**src/rtl/gnrmc_pkg.sv**
```systemverilog
// Shared constants, state encoding and helpers for the GNRMC sentence transmitter.
package gnrmc_pkg;

    localparam int IDX_W = 5;
    localparam int FRAME_LEN = 23;
    localparam logic [IDX_W-1:0] LAST_IDX   = 5'd22;
    localparam logic [IDX_W-1:0] CSUM_FIRST = 5'd1;
    localparam logic [IDX_W-1:0] CSUM_LAST  = 5'd17;

    localparam logic [7:0] ASC_DOLLAR = 8'h24;
    localparam logic [7:0] ASC_COMMA  = 8'h2C;
    localparam logic [7:0] ASC_DOT    = 8'h2E;
    localparam logic [7:0] ASC_STAR   = 8'h2A;
    localparam logic [7:0] ASC_A      = 8'h41;
    localparam logic [7:0] ASC_V      = 8'h56;
    localparam logic [7:0] ASC_CR     = 8'h0D;
    localparam logic [7:0] ASC_LF     = 8'h0A;
    localparam logic [7:0] ASC_0      = 8'h30;

    typedef logic [1:0] state_t;
    localparam state_t ST_IDLE = 2'd0;
    localparam state_t ST_SEND = 2'd1;
    localparam state_t ST_WAIT = 2'd2;
    localparam state_t ST_GAP  = 2'd3;

    function automatic logic [7:0] nibble_to_hex_ascii(input logic [3:0] n);
        return (n < 4'd10) ? (8'h30 + {4'h0, n}) : (8'h37 + {4'h0, n});
    endfunction

endpackage

```
**src/rtl/gnrmc_char_sel.sv**
```systemverilog
// Byte selector: maps sentence index plus captured time/status/checksum to the ASCII byte.
module gnrmc_char_sel
    import gnrmc_pkg::*;
(
    input  logic [IDX_W-1:0] idx,
    input  logic [23:0]      bcd,
    input  logic             fix_ok,
    input  logic [7:0]       csum,
    output logic [7:0]       ch
);

    logic       all_ok;
    logic [3:0] dig;
    logic [7:0] dig_ch;

    // A bad nibble prints as '0' and also downgrades the status to void.
    always_comb begin
        all_ok = 1'b1;
        for (int i = 0; i < 6; i++)
            if (bcd[i*4 +: 4] > 4'd9) all_ok = 1'b0;
    end

    always_comb begin
        dig = 4'd0;
        case (idx)
            5'd7:    dig = bcd[23:20];
            5'd8:    dig = bcd[19:16];
            5'd9:    dig = bcd[15:12];
            5'd10:   dig = bcd[11:8];
            5'd11:   dig = bcd[7:4];
            5'd12:   dig = bcd[3:0];
            default: dig = 4'd0;
        endcase
        dig_ch = (dig > 4'd9) ? ASC_0 : (ASC_0 + {4'h0, dig});
    end

    always_comb begin
        ch = 8'h00;
        case (idx)
            5'd0:                             ch = ASC_DOLLAR;
            5'd1:                             ch = 8'h47; // G
            5'd2:                             ch = 8'h4E; // N
            5'd3:                             ch = 8'h52; // R
            5'd4:                             ch = 8'h4D; // M
            5'd5:                             ch = 8'h43; // C
            5'd6, 5'd16:                      ch = ASC_COMMA;
            5'd7, 5'd8, 5'd9, 5'd10,
            5'd11, 5'd12:                     ch = dig_ch;
            5'd13:                            ch = ASC_DOT;
            5'd14, 5'd15:                     ch = ASC_0;
            5'd17:                            ch = (fix_ok && all_ok) ? ASC_A : ASC_V;
            5'd18:                            ch = ASC_STAR;
            5'd19:                            ch = nibble_to_hex_ascii(csum[7:4]);
            5'd20:                            ch = nibble_to_hex_ascii(csum[3:0]);
            5'd21:                            ch = ASC_CR;
            5'd22:                            ch = ASC_LF;
            default:                          ch = 8'h00;
        endcase
    end

endmodule

```
**src/rtl/gnrmc_frame_tx.sv**
```systemverilog
// GNRMC sentence transmitter: walks the 23-byte frame, one byte per UART strobe/done
// handshake, with optional inter-byte gap and a per-byte timeout.
module gnrmc_frame_tx
    import gnrmc_pkg::*;
#(
    parameter int IFG_CYCLES = 0,
    parameter int TX_TIMEOUT = 1_000_000
) (
    input  logic        sys_clk,
    input  logic        sys_rst_n,
    input  logic        start,
    input  logic [23:0] time_bcd,
    input  logic        fix_ok,
    input  logic        tx_done,
    output logic [7:0]  tx_data,
    output logic        tx_flag,
    output logic        busy,
    output logic        frame_done,
    output logic        tx_err
);

    localparam int TMO_W = $clog2(TX_TIMEOUT + 1);
    localparam int GAP_W = (IFG_CYCLES > 1) ? $clog2(IFG_CYCLES) : 1;

    state_t           state;
    logic [IDX_W-1:0] idx;
    logic [23:0]      bcd_sh;
    logic             fix_sh;
    logic [7:0]       csum;
    logic [7:0]       hold;
    logic [7:0]       ch;
    logic [TMO_W-1:0] tmo;
    logic [GAP_W-1:0] gap;

    gnrmc_char_sel u_char_sel (
        .idx    (idx),
        .bcd    (bcd_sh),
        .fix_ok (fix_sh),
        .csum   (csum),
        .ch     (ch)
    );

    // SEND lasts exactly one cycle, so the strobe is the state decode itself and the
    // byte is presented live that cycle, then held from the register until tx_done.
    assign tx_flag = (state == ST_SEND);
    assign tx_data = tx_flag ? ch : hold;

    always_ff @(posedge sys_clk or negedge sys_rst_n) begin
        if (!sys_rst_n) begin
            state      <= ST_IDLE;
            idx        <= '0;
            bcd_sh     <= '0;
            fix_sh     <= 1'b0;
            csum       <= '0;
            hold       <= '0;
            tmo        <= '0;
            gap        <= '0;
            busy       <= 1'b0;
            frame_done <= 1'b0;
            tx_err     <= 1'b0;
        end else begin
            frame_done <= 1'b0;
            tx_err     <= 1'b0;
            case (state)
                ST_IDLE: begin
                    // The cycle carrying the end-of-frame pulse still belongs to the old frame.
                    if (start && !frame_done && !tx_err) begin
                        bcd_sh <= time_bcd;
                        fix_sh <= fix_ok;
                        idx    <= '0;
                        csum   <= '0;
                        busy   <= 1'b1;
                        state  <= ST_SEND;
                    end
                end
                ST_SEND: begin
                    hold  <= ch;
                    tmo   <= TMO_W'(1);
                    if (idx >= CSUM_FIRST && idx <= CSUM_LAST) csum <= csum ^ ch;
                    state <= ST_WAIT;
                end
                ST_WAIT: begin
                    if (tx_done) begin
                        if (idx == LAST_IDX) begin
                            frame_done <= 1'b1;
                            busy       <= 1'b0;
                            state      <= ST_IDLE;
                        end else begin
                            idx   <= idx + 5'd1;
                            gap   <= '0;
                            state <= (IFG_CYCLES > 0) ? ST_GAP : ST_SEND;
                        end
                    end else if (tmo == TMO_W'(TX_TIMEOUT - 1)) begin
                        tx_err <= 1'b1;
                        busy   <= 1'b0;
                        state  <= ST_IDLE;
                    end else begin
                        tmo <= tmo + TMO_W'(1);
                    end
                end
                ST_GAP: begin
                    if (gap == GAP_W'(IFG_CYCLES - 1)) state <= ST_SEND;
                    else gap <= gap + GAP_W'(1);
                end
                default: state <= ST_IDLE;
            endcase
        end
    end

endmodule

```
**config.mk**
```make
export PLATFORM = sky130hd
export DESIGN_NAME = gnrmc_frame_tx
export DESIGN_NICKNAME = d
export VERILOG_FILES = /design/src/rtl/gnrmc_pkg.sv /design/src/rtl/gnrmc_char_sel.sv /design/src/rtl/gnrmc_frame_tx.sv
export SDC_FILE = /design/constraint.sdc
export NUM_CORES = 1
export LEC_CHECK = 0
export BUFFER_PORTS_ARGS = -buffer_cell sky130_fd_sc_hd__buf_2
export CORE_ASPECT_RATIO = 0.6
export CORE_MARGIN = 2
export CORE_UTILIZATION = 54
export DETAILED_ROUTE_END_ITERATION = 12
export GPL_ROUTABILITY_DRIVEN = 0
export HOLD_SLACK_MARGIN = 0.1
export PLACE_DENSITY = 0.74
export SYNTH_ARGS = -nofsm -noshare
export SYNTH_HDL_FRONTEND = slang
export SYNTH_HIERARCHICAL = 1
export SYNTH_SLANG_ARGS = --single-unit
```
**constraint.sdc**
```tcl
create_clock -name sys_clk -period 2.3 [get_ports sys_clk]
set_input_delay 0.69 -clock sys_clk [delete_from_list [all_inputs] [get_ports sys_clk]]
set_output_delay 0.69 -clock sys_clk [all_outputs]
set_load 0.02 [all_outputs]
```
**Word-level counts from Yosys, hierarchy flattened**

Cells that the tools add are included.

- Add/sub/neg operators: 8
- Magnitude comparators: 11
- Equal/unequal tests: 35
- Muxes and demuxes: 44
- Bitwise operators: 1
- Reductions and logical operators: 22

Operator list:

| kind | count |
|---|---|
| 8-bit case mux with 16 select lines | 1 |
| 8-bit 2-to-1 mux | 6 |
| 5-bit by 4-bit == test with 1-bit output (second input constant) | 8 |
| 20-bit 2-to-1 mux | 2 |
| 20-bit case mux with 2 select lines | 1 |
| 6-bit by 4-bit adder with 7-bit output (first input constant) | 5 |
| 5-bit == test (second input constant) | 7 |
| 4-bit > comparator (second input constant) | 7 |
| 4-bit case mux with 6 select lines | 1 |
| 20-bit by 1-bit adder with 20-bit output (second input constant) | 1 |
| 20-bit == test (second input constant) | 1 |
| 5-bit by 3-bit == test with 1-bit output (second input constant) | 4 |
| 1-bit 2-to-1 mux | 20 |
| 5-bit 2-to-1 mux | 4 |
| 8-bit case mux with 2 select lines | 1 |
| 2-bit inequality test (second input constant) | 6 |
| 3-bit AND reduction | 4 |
| 5-bit by 2-bit == test with 1-bit output (second input constant) | 2 |
| 5-bit case mux with 2 select lines | 1 |
| 4-bit less-than comparator (second input constant) | 2 |
| 2-bit 2-to-1 mux | 4 |
| 2-bit case mux with 4 select lines | 1 |
| 4-bit AND reduction | 2 |
| 2-bit nonzero test | 4 |
| other kinds (18) | 26 |

- Bits in registers: 72
- Input bits: 29

**Logic depth before layout (Yosys ltp)**

- Depth in word-level cells: 13
- Mapped depth: 9

**Modules after synthesis**

Netlist, hierarchy kept.

By module, submodules not included:

| module | times used | cells an instance | area an instance (µm²) | sequential area each (µm²) |
|---|---|---|---|---|
| gnrmc_frame_tx | 1 | 358 | 3339.5 | 1801.7 |
| gnrmc_char_sel | 1 | 140 | 888.4 | 0.0 |

**Least setup slack after synthesis**

OpenSTA, ideal clock, no wires.

- Path kind: register to output
- Start: register idx[3]
- End: output port tx_data[3]
- Arrival time: 1816 ps
- Data required time: 1610 ps
- Path slack: -206 ps
- Stages on the path, launching flop included: 9
- Buffers on the path: 1
- Path through: dfrtp_1 > buf_4 > or3b_4 > a21oi_2 > a2111oi_2 > and2_1 > a211o_1 > nand2_1 > nand2_1

- Longest elaborated chain between the ends: 6

Ends and longest elaborated chain:

| item | line | source |
|---|---|---|
| start: declaration | gnrmc_frame_tx.sv:26 | `logic [IDX_W-1:0] idx;` |
| start signal: assignment | gnrmc_frame_tx.sv:89 | `idx <= idx + 5'd1;` |
| 5-bit by 4-bit == test with 1-bit output or 5-bit by 3-bit == test with 1-bit output (tied branches) | gnrmc_char_sel.sv:25, gnrmc_char_sel.sv:39 |  |
| 4-bit case mux with 6 select lines | gnrmc_char_sel.sv:25 | `case (idx)` |
| 6-bit by 4-bit adder with 7-bit output or 4-bit > comparator (tied branches) | gnrmc_char_sel.sv:34 | `dig_ch = (dig > 4'd9) ? ASC_0 : (ASC_0 + {4'h0, dig});` |
| 8-bit 2-to-1 mux | gnrmc_char_sel.sv:34 |  |
| 8-bit case mux with 16 select lines * | gnrmc_char_sel.sv:39 | `case (idx)` |
| net ch[3] | gnrmc_frame_tx.sv:31 | `logic [7:0] ch;` |
| 8-bit 2-to-1 mux * | - |  |
| end: declaration | gnrmc_frame_tx.sv:15 | `output logic [7:0] tx_data,` |

Mark *: on every way through the listed nets, which the timed path passes. The rest lies on a longest branch.

**Worst setup path after layout**

Same ends and word-level chain as after synthesis.

==> impl_metrics.env <==
export IMPL_die_area_mm2=0.00858
export IMPL_viasPerCell=6.27
export IMPL_cp_start_kind="flop"
export IMPL_p_int_mw=4.04
export IMPL_nNetsFinal=641
export IMPL_hold_viol=0
export IMPL_initialDrtViolationCount=550
export IMPL_placed_area_mm2=0.00496
export IMPL_power_density_mw_per_mm2=1180
export IMPL_clk_pin_slew_ns=0.06
export IMPL_start_util=0.570
export IMPL_die_width_um=118
export IMPL_required_ns=1.61
export IMPL_synth_area_mm2=0.00423
export IMPL_worst_pin_slew_ns=0.529
export IMPL_grt_pass1_wl_um=21600
export IMPL_crit_cells=9
export IMPL_vias=4486
export IMPL_syn_nets=533
export IMPL_finalInstanceArea_mm2=0.00571
export IMPL_status="complete, but fails checks"
export IMPL_clockBufferDepth=2
export IMPL_post_place_ws_ns=-0.399
export IMPL_cts_tree="done"
export IMPL_timing_critical_path_buf_inv=2
export IMPL_ys_ff_latch=72
export IMPL_critPathMaxStageDelay_ns=0.47
export IMPL_grt_pass1_vias=4212
export IMPL_power_switching_mw=2.69
export IMPL_slew_headroom=0.644
export IMPL_layout_drive_gt1_share=0.298
export IMPL_crit_end="tx_data[3]"
export IMPL_end_kind="output pin"
export IMPL_numCtsBuffers=9
export IMPL_drtAntennaViolNets=0
export IMPL_antenna_found_initial=0
export IMPL_hp_class="input pin to asynchronous set/reset pin"
export IMPL_rr_endpoint="csum[0]$_DFFE_PN0P_"
export IMPL_worst_setup_path_type="flop to output pin"
export IMPL_synth_largest_area_cell="dfrtp_1"
export IMPL_postSynth_asyncResetShare=1.00
export IMPL_rsz0062_at_grt="true"
export IMPL_arrival_ns=2.44
export IMPL_clock_sinks=72
export IMPL_synthCells=498
export IMPL_grt_max_degree=73
export IMPL_n_antenna_cell=0
export IMPL_fin_worst_skew_ns=0.00914
export IMPL_cp_top_family="simple AND/OR/NAND/NOR gates"
export IMPL_worstPathCellList="or3b_4 > buf_12 > a21oi_4 > a2111oi_4 > and2_1 > a211o_1 > nand2_1 > nand2_2 > buf_4"
export IMPL_switching_share=0.400
export IMPL_regArea_mm2=0.00181
export IMPL_core_area_mm2=0.00742
export IMPL_regToRegSetupSlack_ns=0.11
export IMPL_synth_ff_type="dfrtp_1"
export IMPL_r2r_start="idx[3]$_DFFE_PN0P_"
export IMPL_drv_slew=0
export IMPL_drt_pass1_iter_count=5
export IMPL_final_util=0.770
export IMPL_synthToLayoutAreaGrowth_pct=35.1
export IMPL_crit_start="idx[3]$_DFFE_PN0P_"
export IMPL_seqPwrFrac=0.297
export IMPL_clock_root_buffer="clkbuf_16"
export IMPL_yosysWarnings=6
export IMPL_combPwrFrac=0.471
export IMPL_setup_viol=7
export IMPL_drc=0
export IMPL_insertion_delay_ns=0.35
export IMPL_violations="setup timing"
export IMPL_dp_hpwl_um=8650
export IMPL_crit_path_max_fanout=5
export IMPL_irDropWorstVdd_mv=0.768
export IMPL_htreeDepth=3
export IMPL_ys_seq_area_frac=0.426
export IMPL_layout_min_cycle_time_ns=3.13
export IMPL_die_y_um=72.5
export IMPL_synth_edff_count=0
export IMPL_fmax_mhz=320
export IMPL_holdBufCountCts=0
export IMPL_dp_cells=682
export IMPL_slowest_stage="or3b_4"
export IMPL_routed_wl_um=14000
export IMPL_clkPwrFrac=0.232
export IMPL_yosysTopAreaCellShare=0.426
export IMPL_reg2reg_depth=8
export IMPL_fillers=501
export IMPL_cap_violations=0
export IMPL_wire_per_inst_um=19.5
export IMPL_fin_crit_sh=1.36
export IMPL_finalNonFillerCells=715
export IMPL_syn_avg_cell_area_um2=8.49
export IMPL_synth_area_leaders="dfrtp_1 (43%), nand2_1 (11%), o21ai_0 (3.3%)"
export IMPL_yosysUniqueCellTypes=69
export IMPL_grt_overflow=0
export IMPL_num_io_pins=41
export IMPL_numPortBuffers=40
export IMPL_multiInputGateArea_mm2=0.00242
export IMPL_leakagePower_nw=2.65
export IMPL_grt_total_usage=0.326
export IMPL_rows=24
export IMPL_fin_ws_ns=-0.828
[flip-flops by register name (all words and copies together) (netlist names)]
register    flops
tx_err          1
idx             5
csum            8
fix_sh          1
state           2
bcd_sh         24
hold            8
tmo            20
gap             1
frame_done      1
busy            1
[cell usage after synthesis, types with 10 or more instances]
| library cell | count |
|---|---|
| clkbuf_1 | 10 |
| a21oi_1 | 24 |
| dfrtp_1 | 72 |
| buf_2 | 10 |
| o21ai_0 | 28 |
| nand3_1 | 20 |
| and3_1 | 10 |
| inv_1 | 13 |
| nand2_1 | 129 |
| nor2_1 | 16 |
| mux2i_1 | 10 |
| nand4_1 | 15 |
[layout make-up]
cell class,instances,area share
Multi-Input combinational cell,386,0.424
Sequential cell,72,0.317
Tap cell,104,0.0228
Clock inverter,6,0.0158
Inverter,14,0.00920
Timing Repair Buffer,123,0.170
Clock buffer,10,0.0418
[worst reg2reg max path, stage by stage (launching register included)]
cell      delay (ns)
dfrtp_1         0.45
or3b_4          0.47
buf_12          0.15
a21oi_1         0.17
a221o_1         0.18
nor2_1          0.06
o211ai_1        0.28
nand3_1         0.17
mux2i_1         0.15
[per-layer routing]
layer	vias to the layer above	GRT usage	wire length (µm)
met5	-	0	0
met4	0	0.112	449
met3	58	0.0841	1510
met2	291	0.495	6180
met1	2142	0.458	5830
li1	1995	-	-
[kinds of logic after synthesis]
group                    Yosys count  share of synthesized area
AO/OA/AOI/OAI                     99                      0.150
other                              1                   0.000887
XOR/XNOR                           8                     0.0166
AND/OR/NAND/NOR                  261                      0.318
flip-flops                        72                      0.426
buffers and inverters             40                     0.0447
adder cells (fa/ha/maj)            7                     0.0201
multiplexers                      10                     0.0237
[what timing repair did]
item                                    in CTS  in global routing
endpoints found under the hold margin        0                  0
gates cloned                                 0                  1
endpoints found under the setup margin       7                  8
buffers inserted                            11                  8
gates resized for setup                     57                 10
pin swaps                                   17                 13
[placed cells by master, fill, tap and decap left out, types with 12 or more instances in the layout]
| cell type | netlist | routed |
|---|---|---|
| buf_2 | 10 | 33 |
| nand3_1 | 20 | 20 |
| o21ai_0 | 28 | 23 |
| a21oi_1 | 24 | 23 |
| nor2_1 | 16 | 14 |
| dfrtp_1 | 72 | 67 |
| buf_6 | 1 | 13 |
| nand4_1 | 15 | 15 |
| buf_4 | 5 | 70 |
| inv_1 | 13 | 12 |
| nand2_1 | 129 | 122 |
[worst min-delay path by stage]
| stage | to | slack, ns | depth (start not counted) |
|---|---|---|---|
| 6_report | tmo[11]$_DFFE_PN0P_ | 0.34 | 2 |
| 3_5_place_dp | tmo[5]$_DFFE_PN0P_ | 0.46 | 1 |
| 4_1_cts | tmo[9]$_DFFE_PN0P_ | 0.39 | 2 |
| 2_1_floorplan | bcd_sh[0]$_DFFE_PN0P_ | 0.39 | 0 |
| 5_1_grt | tmo[11]$_DFFE_PN0P_ | 0.40 | 2 |
| 3_3_place_gp | hold[3]$_DFF_PN0_ | 0.45 | 2 |
[power by group through the flow]
stage | clock (mW) | sequential [mW] | combinational (mW)
detailed placement | 0 | 1.98 | 2.69
floorplan | 0 | 1.93 | 1.54
CTS | 1.56 | 1.97 | 3.01
global placement | 0 | 1.96 | 2.60
finish | 1.56 | 2.00 | 3.17
global route | 1.62 | 2.04 | 3.40
[stage by stage]
| step | hold slack [ns] | power, mW | setup TNS, ns |
|---|---|---|---|
| 5_1_grt | 0.401 | 7.06 | -5.17 |
| 4_1_cts | 0.386 | 6.55 | -3.98 |
| 2_1_floorplan | 0.394 | 3.47 | -0.277 |
| 6_report | 0.337 | 6.73 | -4.70 |
| 3_5_place_dp | 0.458 | 4.67 | -2.10 |
| 3_3_place_gp | 0.454 | 4.56 | -1.92 |
Power figures use the tool's default switching activity.
